## src/rtl/histogram_accum_ctrl.sv

```systemverilog
// ---------------------------------------------------------------------------
// histogram_accum_ctrl
//
// Purpose:
//   Runs one frame through an external single dual-address histogram RAM.
//   The RAM has a 1-cycle registered read and returns the pre-write value when
//   the same address is read and written in one cycle. A frame has three phases:
//     - clear every bin to zero,
//     - count one hit per pixel at full rate (read-modify-write with forwarding),
//     - stream every bin out over a valid/ready interface.
//
// Build option:
//   HIST_SAT_EN  when defined, a bin counter saturates at all-ones. When it is
//                undefined, a bin counter wraps to zero.
//
// Ports:
//   clk_i, rst_i            clock, asynchronous active-high reset
//   start_i                 begin a frame (only honoured while idle)
//   busy_o, done_o          frame in progress / 1-cycle completion pulse
//   pix_valid_i/ready_o     pixel stream handshake
//   pix_data_i, pix_last_i  pixel bin index, last pixel of frame
//   bin_valid_o/ready_i     readout handshake
//   bin_data_o, bin_addr_o  bin count and its index
//   bin_last_o              marks bin C_DEPTH-1
//   ram_we_o, ram_waddr_o, ram_wdata_o, ram_raddr_o, ram_rdata_i
//                           histogram RAM write/read ports
// ---------------------------------------------------------------------------
module histogram_accum_ctrl #(
  parameter  int C_DATA_WIDTH = 16,
  parameter  int C_DEPTH      = 256,
  localparam int C_AW         = $clog2(C_DEPTH)
) (
  input  logic                    clk_i,
  input  logic                    rst_i,
  input  logic                    start_i,
  output logic                    busy_o,
  output logic                    done_o,
  input  logic                    pix_valid_i,
  output logic                    pix_ready_o,
  input  logic [C_AW-1:0]         pix_data_i,
  input  logic                    pix_last_i,
  output logic                    bin_valid_o,
  input  logic                    bin_ready_i,
  output logic [C_DATA_WIDTH-1:0] bin_data_o,
  output logic [C_AW-1:0]         bin_addr_o,
  output logic                    bin_last_o,
  output logic                    ram_we_o,
  output logic [C_AW-1:0]         ram_waddr_o,
  output logic [C_DATA_WIDTH-1:0] ram_wdata_o,
  output logic [C_AW-1:0]         ram_raddr_o,
  input  logic [C_DATA_WIDTH-1:0] ram_rdata_i
);

  typedef enum logic [2:0] {
    ST_IDLE    = 3'd0,
    ST_CLEAR   = 3'd1,
    ST_ACCUM   = 3'd2,
    ST_DRAIN   = 3'd3,
    ST_RD_REQ  = 3'd4,
    ST_RD_DATA = 3'd5,
    ST_DONE    = 3'd6
  } state_t;

  localparam logic [C_AW-1:0]         C_LAST_BIN = C_AW'(C_DEPTH - 1);
  localparam logic [C_AW-1:0]         C_AW_ONE   = C_AW'(1);
  localparam logic [C_DATA_WIDTH-1:0] C_DW_ONE   = C_DATA_WIDTH'(1);

  state_t                  state_q, state_d;
  logic [C_AW-1:0]         cnt_q, cnt_d;          // clear index, then readout bin index
  logic                    s1_valid_q, s1_valid_d;
  logic [C_AW-1:0]         s1_addr_q, s1_addr_d;
  logic                    wr_valid_q, wr_valid_d; // an S1 write happened last cycle
  logic [C_AW-1:0]         wr_addr_q, wr_addr_d;
  logic [C_DATA_WIDTH-1:0] last_wdata_q, last_wdata_d;

  logic                    accept_s;
  logic                    fwd_s;
  logic [C_DATA_WIDTH-1:0] old_s;
  logic [C_DATA_WIDTH-1:0] new_s;

  // Bin increment; the overflow behaviour is a build-time choice.
  function automatic logic [C_DATA_WIDTH-1:0] bin_inc(input logic [C_DATA_WIDTH-1:0] v);
`ifdef HIST_SAT_EN
    return (v == {C_DATA_WIDTH{1'b1}}) ? v : (v + C_DW_ONE);
`else
    return v + C_DW_ONE;
`endif
  endfunction

  assign accept_s = (state_q == ST_ACCUM) && pix_valid_i;

  // The RAM returned the value from before last cycle's write to the same bin,
  // so the freshly written count has to be taken from the local copy.
  assign fwd_s = wr_valid_q && (wr_addr_q == s1_addr_q);
  assign old_s = fwd_s ? last_wdata_q : ram_rdata_i;
  assign new_s = bin_inc(old_s);

  // State, counter and pipeline registers.
  always_ff @(posedge clk_i or posedge rst_i) begin
    if (rst_i) begin
      state_q      <= ST_IDLE;
      cnt_q        <= '0;
      s1_valid_q   <= 1'b0;
      s1_addr_q    <= '0;
      wr_valid_q   <= 1'b0;
      wr_addr_q    <= '0;
      last_wdata_q <= '0;
    end else begin
      state_q      <= state_d;
      cnt_q        <= cnt_d;
      s1_valid_q   <= s1_valid_d;
      s1_addr_q    <= s1_addr_d;
      wr_valid_q   <= wr_valid_d;
      wr_addr_q    <= wr_addr_d;
      last_wdata_q <= last_wdata_d;
    end
  end

  // Accumulate pipeline next-state: S0 accept feeds S1, S1 write feeds forwarding.
  always_comb begin
    s1_valid_d   = accept_s;
    s1_addr_d    = s1_addr_q;
    wr_valid_d   = s1_valid_q;
    wr_addr_d    = s1_addr_q;
    last_wdata_d = last_wdata_q;
    if (accept_s) begin
      s1_addr_d = pix_data_i;
    end else begin
      s1_addr_d = s1_addr_q;
    end
    if (s1_valid_q) begin
      last_wdata_d = new_s;
    end else begin
      last_wdata_d = last_wdata_q;
    end
  end

  // Frame sequencer next-state and all outputs.
  always_comb begin
    state_d     = state_q;
    cnt_d       = cnt_q;
    busy_o      = (state_q != ST_IDLE);
    done_o      = 1'b0;
    pix_ready_o = 1'b0;
    bin_valid_o = 1'b0;
    bin_data_o  = '0;
    bin_addr_o  = '0;
    bin_last_o  = 1'b0;
    ram_raddr_o = '0;
    // S1 writes only exist in ACCUM/DRAIN, so they never collide with CLEAR.
    ram_we_o    = s1_valid_q;
    ram_waddr_o = s1_valid_q ? s1_addr_q : '0;
    ram_wdata_o = s1_valid_q ? new_s : '0;

    case (state_q)
      ST_IDLE: begin
        if (start_i) begin
          state_d = ST_CLEAR;
          cnt_d   = '0;
        end else begin
          state_d = ST_IDLE;
        end
      end

      ST_CLEAR: begin
        ram_we_o    = 1'b1;
        ram_waddr_o = cnt_q;
        ram_wdata_o = '0;
        if (cnt_q == C_LAST_BIN) begin
          state_d = ST_ACCUM;
          cnt_d   = '0;
        end else begin
          cnt_d   = cnt_q + C_AW_ONE;
        end
      end

      ST_ACCUM: begin
        pix_ready_o = 1'b1;
        ram_raddr_o = pix_data_i;
        if (accept_s && pix_last_i) begin
          state_d = ST_DRAIN;
        end else begin
          state_d = ST_ACCUM;
        end
      end

      ST_DRAIN: begin
        cnt_d   = '0;
        state_d = ST_RD_REQ;
      end

      ST_RD_REQ: begin
        ram_raddr_o = cnt_q;
        state_d     = ST_RD_DATA;
      end

      ST_RD_DATA: begin
        // Read address is held, so the RAM output stays stable while stalled.
        ram_raddr_o = cnt_q;
        bin_valid_o = 1'b1;
        bin_data_o  = ram_rdata_i;
        bin_addr_o  = cnt_q;
        bin_last_o  = (cnt_q == C_LAST_BIN);
        if (bin_ready_i) begin
          if (cnt_q == C_LAST_BIN) begin
            state_d = ST_DONE;
          end else begin
            cnt_d   = cnt_q + C_AW_ONE;
            state_d = ST_RD_REQ;
          end
        end else begin
          state_d = ST_RD_DATA;
        end
      end

      ST_DONE: begin
        done_o  = 1'b1;
        state_d = ST_IDLE;
      end

      default: begin
        state_d = ST_IDLE;
      end
    endcase
  end

endmodule

```

## config.mk

```make
export PLATFORM = sky130hd
export DESIGN_NAME = histogram_accum_ctrl
export DESIGN_NICKNAME = d
export VERILOG_FILES = /design/src/rtl/histogram_accum_ctrl.sv
export SDC_FILE = /design/constraint.sdc
export NUM_CORES = 1
export LEC_CHECK = 0
export BUFFER_PORTS_ARGS = -buffer_cell sky130_fd_sc_hd__clkbuf_2
export CAP_MARGIN = 0
export CELL_PAD_IN_SITES_DETAIL_PLACEMENT = 1
export CELL_PAD_IN_SITES_GLOBAL_PLACEMENT = 2
export CORE_MARGIN = 2
export CORE_UTILIZATION = 31
export DETAILED_ROUTE_END_ITERATION = 7
export GPL_TIMING_DRIVEN = 1
export PLACE_DENSITY = 0.79
export SETUP_SLACK_MARGIN = 0.2
export SYNTH_ARGS = -nofsm -noshare
export SYNTH_HDL_FRONTEND = slang
export SYNTH_SLANG_ARGS = --single-unit
```

## constraint.sdc

```tcl
create_clock -name clk_i -period 3.16 [get_ports clk_i]
set_input_delay 0.316 -clock clk_i [delete_from_list [all_inputs] [get_ports clk_i]]
set_output_delay 0.316 -clock clk_i [all_outputs]
set_load 0.02 [all_outputs]
```

==> impl_metrics.tcl, run 1 <==
set metrics [dict create \
    status "finished, final reports clean" \
    skew_ns 0.01129 \
    synthXorXnorAreaFrac 0.07831 \
    grt_pass1_vias 3612 \
    detailedPlace.worstSlack_ns 0.03229 \
    period_needed_ns 3.149 \
    async_reset_ff_frac 1.000 \
    dp.cells 613 \
    worst_setup_path_start_kind "flip-flop" \
    synthMuxAreaShare 0.07254 \
    rsz0062_at_grt "yes" \
    hold_path.class "input pin to flip-flop" \
    antenna_found_initial 0 \
    slew_headroom 0.5762 \
    routedWlPerCell_um 18.19 \
    area_growth_pct 33.06 \
    setup_viol 0 \
    post-route-drc-count 0 \
    initial_core_util 0.3184 \
    clk_latency_ns 0.31 \
    htree_num_levels 2 \
    cts-buffers-inserted 5 \
    top_usage_layer "met2" \
    drive_gt1_frac 0.3867 \
    synth_nets 428 \
    ir_drop_uv 231.3 \
    grt_pass1_wl_um 18720 \
    placed_cell_area_sq_um 4063 \
    r2r_start "s1_addr_q[7]" \
    drv_cap 0 \
    drt_iter0_drc 116 \
    grt_util_met3 0.04327 \
    cts_tree "yes" \
    cp_max_fo 6 \
    die_area_sq_um 12050 \
    nets 544 \
    synth_top_family_by_area "simple AND/OR/NAND/NOR gates" \
    hold_violations 0 \
    fp.dieH_um 109.8 \
    required_ns 2.84 \
    ys_seq_area_frac 0.3248 \
    hp-start "pix_last_i" \
    synth_area_leaders "dfrtp_1 32%, and3_1 5.2%, xnor2_1 5.1%" \
    synth-edff-count 0 \
    diodes 0 \
    synth_compound_area_frac 0.1674 \
    synth_fa_ha_area_frac 0.007218 \
    synth_area_per_cell_sq_um 8.755 \
    utilization 0.4237 \
    die_w_um 109.8 \
    met2_usage 0.3439 \
    end_kind "primary output" \
    worstHoldPathCells 2 \
    r2r-end "last_wdata_q[10]" \
    synth_top_flop_cell "dfrtp_1" \
    netlist.area_leader.share 0.3248 \
    synth_seq_cells 45 \
    grt_start_max_net_pins 43 \
    synth.largest_area_cell "dfrtp_1" \
    ant_nets 0 \
    grt_usage 0.2028 \
    fmax_ghz 0.3175 \
    final_area_sq_um 4613 \
    p_per_area_nw_per_um2 432.2 \
    grtUsageMet1 0.2619 \
    clk_pin_slew_ns 0.10 \
    p_leak_uw 0.002159 \
    portBuffers 91 \
    synth.most_common_cell "nand2_1" \
    synthCells 396 \
    root_buffer "clkbuf_8" \
    drv_slew 0 \
    vias_per_cell 5.328 \
    finalNonFillerCells 652 \
    gr-total-overflow 0 \
    routed_wirelength_um 11860 \
    yosys.area_share.simple 0.2934 \
    rr_worst_depth 16 \
    dpl.hpwl_um 8677 \
    cts_buffer_depth 2 \
    crit_type "flip-flop to primary output" \
    hold_end "state_q[0]" \
    max_slew.worst_pin.slew_ns 0.6328 \
    worst_slack_ns 0.01081 \
    crit_arrival_ns 2.83 \
    r2r_slack_ns 0.24 \
    rows 38 \
    gp_congestion 0.7961 \
    drtPass1Iterations 4 \
    core-area_sq_um 10890 \
    ys_types 56 \
    vias 3474 \
    ys.warnings.count 0 \
    ios 92 \
    synth.cell_area_sq_um 3467 \
    clock-sinks 45 \
    synthTopCellsByCount "46 x nand2_1, 45 x dfrtp_1, 29 x and3_1, 22 x nor2_1, 22 x o21ai_0" \
    post-route-period-util 0.9966 \
]
## worst max-delay path by stage
stage | start | endpoint | depth (start not counted)
final | s1_addr_q[7] | ram_wdata_o[12] | 11
after global routing | s1_addr_q[7] | ram_wdata_o[12] | 11
after CTS | wr_addr_q[2] | ram_wdata_o[10] | 11
after detailed placement | s1_addr_q[2] | ram_wdata_o[10] | 11
after global placement | s1_addr_q[6] | ram_wdata_o[10] | 13
after floorplan | s1_addr_q[6] | ram_wdata_o[8] | 12
## layer usage
layer	share of wire	wire [um]
met1	0.44	5225
met5	0	0
met2	0.48	5681
met3	0.069	818
met4	0.011	132
## final cells by class
| type | instances | area, sq um |
|---|---|---|
| clock buffer | 5 | 68.82 |
| clock inverter | 2 | 16.27 |
| fill | 1298 | 6275 |
| inverter | 15 | 58.81 |
| multi-input combinational | 313 | 2327 |
| sequential | 45 | 1126 |
| tap | 140 | 175.2 |
| timing repair buffer | 132 | 840.8 |
## cells in the final DEF, fill, tap and decap left out, types with 6 or more instances in the layout
| cell | instances |
|---|---|
| inv_1 | 13 |
| a22o_1 | 9 |
| dfrtp_1 | 45 |
| a211oi_2 | 8 |
| xnor2_1 | 13 |
| nor2_1 | 20 |
| buf_4 | 34 |
| nor2b_1 | 6 |
| buf_6 | 10 |
| nand2_1 | 44 |
| nand4_1 | 10 |
| a22oi_1 | 7 |
| o21ai_0 | 20 |
| a21oi_1 | 10 |
| clkbuf_2 | 84 |
| mux2i_1 | 15 |
| and3_1 | 28 |
| xnor2_2 | 7 |
| xor2_1 | 9 |
| mux2_2 | 8 |
| nand3_1 | 15 |
| a31oi_1 | 6 |
## cell families after synthesis
| family | count (synthesis) |
|---|---|
| and+or+nand+nor | 174 |
| AOI/OAI and AO/OA | 82 |
| DFF | 45 |
| buffers and inverters | 38 |
| xor gates and xnor gates | 31 |
| muxes | 24 |
| adders and majority gates | 2 |
## registers in the layout (all words and copies together), names as in the netlist
register / count
s1_addr_q: 8
cnt_q: 8
wr_addr_q: 8
state_q: 3
last_wdata_q: 16
wr_valid_q: 1
s1_valid_q: 1
## per-stage QoR
stage,power [uW],TNS [ns],hold WS (ns)
global route,2119,-0.1223,0.2656
floorplan,1276,0,0.4088
finish,1994,0,0.2605
CTS,1981,0,0.2472
global placement,1528,0,0.2666
detailed placement,1550,0,0.2555
## worst max-delay path, stage by stage (launching register included)
cell and delay, ns:
dfrtp_1 0.42, xnor2_2 0.21, and4_4 0.26, nand3_4 0.10, mux2_4 0.24, ha_4 0.18, nand2_4 0.07, buf_6 0.14
nor4_4 0.34, xnor2_1 0.14, a211oi_2 0.24, buf_4 0.19
## report_power, final
part	switching, uW	internal, uW	total, uW
combinational	497	326	823
clock	220	153	373
sequential	149	649	798
## timing repair
item / 4_1_cts / 5_1_grt
pin swaps: 24 / 18
setup endpoints to repair: 7 / 9
buffers inserted: 29 / 2
hold buffers: 1 / 0
gates resized for setup: 29 / 30
endpoints found under the hold margin: 9 / 0
Note: power is estimated with default switching activity, not from simulation.
==> run 2, diff against run 1 <==
- CORE_UTILIZATION: 31 -> 32
- CTS_BUF_LIST: not set -> sky130_fd_sc_hd__clkbuf_4 sky130_fd_sc_hd__clkbuf_8
- PLACE_DENSITY: 0.79 -> 0.81
==> run 2 against run 1 <==
The flow now finishes with violations (negative setup slack). Clock power up 6.7%. Sequential power up 1%. Register-to-register slack better by 0.25 ns. Hold slack worse by 0.22 ns. Combinational power down 2.9%. Worst setup slack worse by 0.026 ns. Highest routed layer unchanged. Final area down 2.9%. Largest power group is now sequential cells.
==> impl_metrics.tcl, run 2 (synthesis results as in run 1) <==
set metrics [dict create \
    clk_latency_ns 0.32 \
    clk_pin_slew_ns 0.11 \
    worst_slack_ns -0.01532 \
    skew_ns 0.01376 \
    crit_type "flip-flop to primary output" \
    required_ns 2.84 \
    r2r_slack_ns 0.49 \
    final_area_sq_um 4481 \
    vias_per_cell 5.327 \
    dpl.hpwl_um 8501 \
    antenna_found_initial 0 \
    swShare 0.4396 \
    routedWlPerCell_um 18.55 \
    setup_viol 1 \
    gp_congestion 0.7963 \
    startpoint "wr_addr_q[2]" \
    drt_iter0_drc 99 \
    rows 38 \
    cp_max_fo 5 \
    cts-buffers-inserted 5 \
    p_total_uw 2005 \
    top_register "last_wdata_q" \
    rr_worst_depth 13 \
    clock_power_share 0.199 \
    grt_usage 0.2055 \
    hold_slack_ns 0.04396 \
    post-route-drc-count 0 \
    mostFrequentLayoutCell "clkbuf_2" \
    final_cell_mix "86 x clkbuf_2, 44 x nand2_1, 44 x dfrtp_1" \
    nets 530 \
    worst_setup_path_start_kind "flip-flop" \
    ios 92 \
    fmax_ghz 0.3149 \
    grt_start_max_net_pins 43 \
    status "finished, violations left" \
    period_needed_ns 3.175 \
    root_buffer "clkbuf_8" \
    drv_cap 0 \
    slew_headroom 0.4247 \
    core-area_sq_um 10700 \
    seq_power_share 0.403 \
    utilization 0.4188 \
    p_per_area_nw_per_um2 447.4 \
    hold_violations 0 \
    die_area_sq_um 11680 \
    cts_tree "yes" \
    post-route-period-util 1.005 \
    clock-sinks 45 \
    fp.dieH_um 108.1 \
    placed_cell_area_sq_um 4063 \
    ant_nets 0 \
    htree_num_levels 2 \
    r2r_start "wr_addr_q[2]" \
    die_w_um 108.1 \
    endpoint "ram_wdata_o[12]" \
    r2r-end "last_wdata_q[12]" \
    ir_drop_uv 228.3 \
    area_growth_pct 29.23 \
    end_kind "primary output" \
    violations "negative setup slack" \
    diodes 0 \
    grt_pass1_wl_um 18600 \
    portBuffers 91 \
    comb_power_share 0.399 \
    largest_register_ffs 16 \
    drv_slew 0 \
    drive_gt1_frac 0.3727 \
    internal_power_uw 1123 \
    vias 3404 \
    max_slew.worst_pin.slew_ns 0.8577 \
    cts_buffer_depth 2 \
    crit_arrival_ns 2.86 \
    initial_core_util 0.3241 \
    setup_tns_ns -0.01532 \
    rsz0062_at_grt "yes" \
    drtPass1Iterations 6 \
    switchingPower_uw 881.2 \
    hold_path.class "input pin to asynchronous set/reset pin" \
    gr-total-overflow 0 \
    p_leak_uw 0.002071 \
    routed_wirelength_um 11850 \
    grt_pass1_vias 3423 \
]
run 2: cell count changes in the layout (fill, tap and decap cells not counted), moves of 2 or more:
cell	previous run	this run
buf_4	34	29
buf_6	10	1
clkbuf_2	84	86
xnor2_1	13	9
xnor2_2	7	11
xor2_1	9	11
xor2_2	2	0
run 2: worst min-delay path by stage:
stage | from | end | slack [ns] | cells past startpoint
2_1_floorplan | s1_addr_q[0] | wr_addr_q[0] | 0.41 | 0
3_3_place_gp | rst_i | last_wdata_q[5] | 0.38 | 2
3_5_place_dp | rst_i | last_wdata_q[5] | 0.41 | 2
4_1_cts | rst_i | s1_addr_q[4] | 0.05 | 2
5_1_grt | rst_i | last_wdata_q[5] | 0.07 | 2
6_report | rst_i | last_wdata_q[5] | 0.04 | 2
run 2: cell type report:
| class | count | area, sq um |
|---|---|---|
| Timing Repair Buffer | 118 | 694.4 |
| Clock inverter | 3 | 25.02 |
| Multi-Input combinational cell | 313 | 2331 |
| Fill cell | 1272 | 6217 |
| Inverter | 15 | 58.81 |
| Clock buffer | 5 | 68.82 |
| Tap cell | 140 | 175.2 |
| Sequential cell | 45 | 1127 |
run 2: per-layer routing:
layer  vias to the layer above  share of wire  GRT usage
li1                       1636              -          -
met1                      1662           0.46     0.2710
met2                        92           0.48     0.3513
met3                        14          0.044    0.03677
met4                         0          0.010    0.04579
met5                         -              0          0
run 2: metrics by stage:
step | cells | setup slack (ns)
after floorplan | 396 | 0.2007
after global placement | 613 | 0.2457
after detailed placement | 613 | 0.1410
after CTS | 635 | 0.03501
after global routing | 639 | -0.1472
final | 639 | -0.01532
run 2: power by group through the flow:
stage / combinational [uW] / clock [uW] / sequential [uW]
floorplan: 535 / 0 / 741
global placement: 715 / 0 / 812
detailed placement: 731 / 0 / 816
CTS: 772 / 410 / 805
global route: 877 / 431 / 830
finish: 799 / 398 / 807
run 2: what timing repair did:
item	in CTS	in global routing
resized for setup	22	24
hold buffers	0	0
pin swaps	15	16
setup buffers	14	4
setup endpoints to repair	7	7
endpoints found under the hold margin	0	0
run 2: critical path, stage by stage, from the launching register on:
cell and delay, ns:
dfrtp_1 0.41, xnor2_2 0.22, and4_4 0.28, nand3_4 0.12, mux2_4 0.25, ha_4 0.16, nand4_1 0.18, nor3_2 0.17
xor2_1 0.24, nor2_1 0.09, a211oi_2 0.24, buf_4 0.18
